===== config.mk =====
export PLATFORM = sky130hd
export DESIGN_NAME = game_flow_controller
export DESIGN_NICKNAME = d
export VERILOG_FILES = /design/src/rtl/game_flow_controller_pkg.sv /design/src/rtl/game_flow_controller_key_edge_detect.sv /design/src/rtl/game_flow_controller.sv
export SDC_FILE = /design/constraint.sdc
export NUM_CORES = 1
export LEC_CHECK = 0
export CAP_MARGIN = 20
export CORE_AREA = 2 2 86 88
export DETAILED_ROUTE_END_ITERATION = 10
export DIE_AREA = 0 0 88 90
export PLACE_DENSITY = 0.41
export SETUP_SLACK_MARGIN = 0.3
export SYNTH_ARGS = -nofsm -noshare
export SYNTH_HDL_FRONTEND = slang
export SYNTH_SLANG_ARGS = --single-unit
export TNS_END_PERCENT = 1

===== constraint.sdc =====
create_clock -name CLOCK_25 -period 1.8 [get_ports CLOCK_25]
set_input_delay 0.27 -clock CLOCK_25 [delete_from_list [all_inputs] [get_ports CLOCK_25]]
set_output_delay 0.27 -clock CLOCK_25 [all_outputs]
set_load 0.02 [all_outputs]

===== src/rtl/game_flow_controller_pkg.sv =====
// rtl/game_flow_controller_pkg.sv - shared state encodings, key code and player colours
package game_flow_controller_pkg;

  typedef enum logic [2:0] {
    ST_IDLE      = 3'd0,
    ST_SERVE     = 3'd1,
    ST_PLAY      = 3'd2,
    ST_PAUSED    = 3'd3,
    ST_POINT     = 3'd4,
    ST_GAME_OVER = 3'd5
  } state_t;

  localparam logic [3:0] START_CODE     = 4'd5;
  localparam logic [2:0] PLAYER_1_COLOR = 3'b100;
  localparam logic [2:0] PLAYER_2_COLOR = 3'b001;

endpackage


===== src/rtl/game_flow_controller_key_edge_detect.sv =====
// rtl/game_flow_controller_key_edge_detect.sv - one-cycle strobe when a key code first matches the start code
module key_edge_detect #(
  parameter logic [3:0] CODE = 4'd5
) (
  input  logic       clk,
  input  logic       rst_n,
  input  logic [3:0] keys,
  output logic       start
);

  logic [3:0] keys_q;

  always_ff @(posedge clk or negedge rst_n) begin
    if (!rst_n) keys_q <= 4'd0;
    else        keys_q <= keys;
  end

  assign start = (keys == CODE) && (keys_q != CODE);

endmodule


===== src/rtl/game_flow_controller.sv =====
// rtl/game_flow_controller.sv - Pong match sequencer: serve, play, pause, point, game over, scores
module game_flow_controller
  import game_flow_controller_pkg::*;
#(
  parameter logic [2:0] WIN_SCORE        = 3'd7,
  parameter logic [7:0] POINT_HOLD_TICKS = 8'd60,
  parameter logic [7:0] SERVE_TICKS      = 8'd120
) (
  input  logic       CLOCK_25,
  input  logic       RESET_N,
  input  logic       game_tick,
  input  logic [3:0] keys_1,
  input  logic [3:0] keys_2,
  input  logic       miss_1,
  input  logic       miss_2,
  output logic       pause_active_low,
  output logic       ball_reset,
  output logic       serve_side,
  output logic [2:0] score_1,
  output logic [2:0] score_2,
  output logic [2:0] winner_color,
  output logic [2:0] state
);

  logic       start_1, start_2, any_start, serve_start;
  state_t     state_q, state_d;
  logic [7:0] timer_q, timer_d;
  logic [2:0] score_1_d, score_2_d, winner_d;
  logic       side_d, ball_reset_d, pause_d;

  key_edge_detect #(.CODE(START_CODE)) u_key_1 (
    .clk(CLOCK_25), .rst_n(RESET_N), .keys(keys_1), .start(start_1)
  );
  key_edge_detect #(.CODE(START_CODE)) u_key_2 (
    .clk(CLOCK_25), .rst_n(RESET_N), .keys(keys_2), .start(start_2)
  );

  assign any_start   = start_1 | start_2;
  assign serve_start = serve_side ? start_2 : start_1;
  assign state       = state_q;

  always_comb begin
    state_d      = state_q;
    score_1_d    = score_1;
    score_2_d    = score_2;
    winner_d     = winner_color;
    side_d       = serve_side;
    ball_reset_d = 1'b0;
    case (state_q)
      ST_IDLE: if (any_start) begin
        state_d      = ST_SERVE;
        score_1_d    = 3'd0;
        score_2_d    = 3'd0;
        ball_reset_d = 1'b1;
      end
      ST_SERVE: if (serve_start || (game_tick && timer_q == SERVE_TICKS - 8'd1))
        state_d = ST_PLAY;
      ST_PLAY: begin
        if (miss_1 && miss_2) begin
          state_d = ST_POINT;
        end else if (miss_1) begin
          state_d = ST_POINT;
          side_d  = 1'b0;
          if (score_2 != WIN_SCORE) score_2_d = score_2 + 3'd1;
        end else if (miss_2) begin
          state_d = ST_POINT;
          side_d  = 1'b1;
          if (score_1 != WIN_SCORE) score_1_d = score_1 + 3'd1;
        end else if (any_start) begin
          state_d = ST_PAUSED;
        end
      end
      ST_PAUSED: if (any_start) state_d = ST_PLAY;
      ST_POINT: if (game_tick && timer_q == POINT_HOLD_TICKS - 8'd1) begin
        if (score_1 == WIN_SCORE) begin
          state_d  = ST_GAME_OVER;
          winner_d = PLAYER_1_COLOR;
        end else if (score_2 == WIN_SCORE) begin
          state_d  = ST_GAME_OVER;
          winner_d = PLAYER_2_COLOR;
        end else begin
          state_d      = ST_SERVE;
          ball_reset_d = 1'b1;
        end
      end
      // The loser of the last point keeps the serve into the new match.
      ST_GAME_OVER: if (any_start) begin
        state_d      = ST_SERVE;
        score_1_d    = 3'd0;
        score_2_d    = 3'd0;
        winner_d     = 3'd0;
        ball_reset_d = 1'b1;
      end
      default: state_d = ST_IDLE;
    endcase
    pause_d = (state_d != ST_PLAY);
    if (state_d != state_q) timer_d = 8'd0;
    else if (game_tick)     timer_d = timer_q + 8'd1;
    else                    timer_d = timer_q;
  end

  always_ff @(posedge CLOCK_25 or negedge RESET_N) begin
    if (!RESET_N) begin
      state_q          <= ST_IDLE;
      timer_q          <= 8'd0;
      score_1          <= 3'd0;
      score_2          <= 3'd0;
      winner_color     <= 3'd0;
      serve_side       <= 1'b0;
      ball_reset       <= 1'b0;
      pause_active_low <= 1'b1;
    end else begin
      state_q          <= state_d;
      timer_q          <= timer_d;
      score_1          <= score_1_d;
      score_2          <= score_2_d;
      winner_color     <= winner_d;
      serve_side       <= side_d;
      ball_reset       <= ball_reset_d;
      pause_active_low <= pause_d;
    end
  end

endmodule


==> flow_metrics.tcl <==
set metrics [dict create \
    status "finished, violations left" \
    violations "setup timing" \
    drtPass1Iterations 4 \
    grt_antenna_before_repair 0 \
    ctsHoldBuffers 0 \
    numClockSinks 30 \
    synth_cells 166 \
    grt_setup_unrepaired "true" \
    drv_slew 0 \
    max_stage_delay_ps 360 \
    synth_edf_count 0 \
    num_io_pins 28 \
    fin_cells 328 \
    insertedDiodeCount 0 \
    synthAdderAreaFrac_pct 4.376 \
    final_nets 247 \
    syn_nets 185 \
    startpoint_type "flop" \
    clk_pin_slew_ps 70 \
    postLayoutSetupSlackWorst_ps -28.06 \
    ys_seq_area_share_pct 43.84 \
    hold_path.class "in2reg" \
    numPortBuffers 26 \
    area_growth_pct 56.97 \
    grtUsageTotal_pct 12.20 \
    cp.required_ps 2000 \
    drtIter0Drc 67 \
    fmax_mhz 547.0 \
    synthMuxAreaShare_pct 7.075 \
    rows 31 \
    first_global_vias 1562 \
    critPathSlowestCell "dfrtp_1" \
    core_um2 7020 \
    grt_max_degree 31 \
    netlist_area_um2 1715 \
    synthXorXnorAreaFrac_pct 3.574 \
    grt_overflow 0 \
    final_hold_viol_count 0 \
    final_common_cell "buf_4" \
    final-seq-area_um2 758.2 \
    die-area_um2 7920 \
    layout_common_cells "buf_4 (33), dfrtp_1 (24), nand3_1 (16)" \
    cts_max_path_buffers 2 \
    clockRootBuffer "clkbuf_8" \
    chipWidth_um 88 \
    h-tree-depth 2 \
    fp.dieH_um 90 \
    synthArstFlopShare_pct 100.0 \
    power.leakage_nw 1.196 \
    skew_ps 6.160 \
    fin_tns_setup_ps -86.54 \
    dpl.cell_count 312 \
    ys_warn_count 0 \
    gp_congestion 0.7730 \
    cts_buffers 5 \
    critical_path_class "reg2reg" \
    peakVddDrop_mv 0.5965 \
    min_period_over_period_pct 101.6 \
    hold_slack_ps 135.9 \
    endpoint_kind "flop" \
    initial_utilization_pct 24.43 \
    syn_area_per_cell_um2 10.33 \
    avgViaCountPerCell 4.625 \
    finalCriticalPeriod_ps 1828 \
    power_density_nw_per_um2 1089 \
    finalSetupViolations 6 \
    ant_nets 0 \
    clkLatencyLatePin_ps 280 \
    power.total_mw 2.933 \
    synth-simple-area-share_pct 28.88 \
    synth_compound_area_share_pct 7.586 \
    ys.flop_type "dfrtp_1" \
    synth.distinct_cells 47 \
    cts_tree "yes" \
    synth_top_family_by_area "simple AND/OR/NAND/NOR gates" \
    grt_pass1_wl_um 7458 \
    max-cap-violations 0 \
    vias 1517 \
    place_hpwl_um 3209 \
    post_drt_wl_per_cell_um 14.05 \
    crit_path_cell_trace "and4bb_2 > o22ai_4 > o211a_4 > nor4_4 > buf_4 > mux2i_1" \
    routed_wl_um 4607 \
    pre_cts_ws_ps -345.1 \
    path_max_fanout 4 \
    drive_gt1_share_pct 40.17 \
    fillers 689 \
    multi_input_area_um2 1142 \
    drc 0 \
    synth_seq_cells 30 \
    crit_arrival_ps 2030 \
]
## cell usage after synthesis (3+ instances only)
cell / number / area (um2)
nand2_1: 17 / 63.81
nor2_1: 5 / 18.77
nand2b_1: 3 / 18.77
nand4bb_1: 3 / 33.78
ha_1: 6 / 75.07
nor3_1: 5 / 25.02
dfrtp_1: 29 / 725.7
mux2i_1: 11 / 110.1
nand4_1: 4 / 25.02
nand3_1: 18 / 90.09
xnor2_1: 5 / 43.79
nor4_2: 3 / 37.54
o21ai_0: 8 / 40.04
inv_1: 7 / 26.28
## final cells by class
| type | count | area share [%] |
|---|---|---|
| clock buffer | 5 | 2.556 |
| clock inverter | 3 | 1.487 |
| inverter | 8 | 1.115 |
| multi-input combinational | 122 | 42.43 |
| sequential | 30 | 28.16 |
| tap | 99 | 4.600 |
| timing repair buffer | 61 | 19.66 |
## registers in the layout, summed over array words and instances (netlist names)
signal / cells
ball_reset: 1
timer_q: 8
serve_side: 1
state: 3
u_key_1.keys_q: 4
u_key_2.keys_q: 4
score_1: 3
score_2: 3
winner_color: 2
pause_active_low: 1
## worst max-delay path: cells and delay by family, from the launching register on
kind            cells  cell delay [ps]
compound gates      2              280
buf+inv             1              210
flops               1              360
mux                 1              180
simple gates        2              700
## kinds of logic after synthesis
logic type,after synthesis
buf+inv,14
compound gates,20
xor+xnor,7
simple gates,76
other cells,1
flops,30
fa+ha+maj,6
mux,12
## worst paths after layout
| check | endpoint | cells after the start | start | slack [ps] |
|---|---|---|---|---|
| worst max-delay path | timer_q[2] | 6 | u_key_2.keys_q[1] | -30 |
| worst min-delay path | u_key_2.keys_q[3] | 1 | keys_2[3] | 140 |
| worst max register to register | timer_q[2] | 6 | u_key_2.keys_q[1] | -30 |
| worst min register to register | score_1[0] | 1 | score_1[0] | 520 |
| max in group asynchronous | pause_active_low | 2 | RESET_N | 1090 |
| min in group asynchronous | score_2[2] | 2 | RESET_N | 390 |
## metal layers
metal	share of wire, %	global-route usage (%)	up-vias
li1	-	-	725
met1	43	14.42	755
met2	53	21.02	32
met3	3.2	3.949	5
met4	0.85	3.077	0
met5	0	0	-
## power breakdown
group / switching, mW / internal, mW
Combinational: 0.703 / 0.615
Clock: 0.255 / 0.407
Sequential: 0.160 / 0.793
Total: 1.12 / 1.81
## what timing repair did
item / CTS / global route
gates resized for setup: 50 / 18
endpoints found under the setup margin: 33 / 22
pin swaps: 14 / 18
gates cloned: 1 / 0
buffers inserted: 5 / 2
## through the flow
step,util [%],instance area (um2)
2_1_floorplan,-,1769
3_3_place_gp,32.85,2306
3_5_place_dp,32.85,2306
4_1_cts,37.07,2603
5_1_grt,38.35,2693
6_report,38.35,2693
Power figures use the tool's default switching activity.
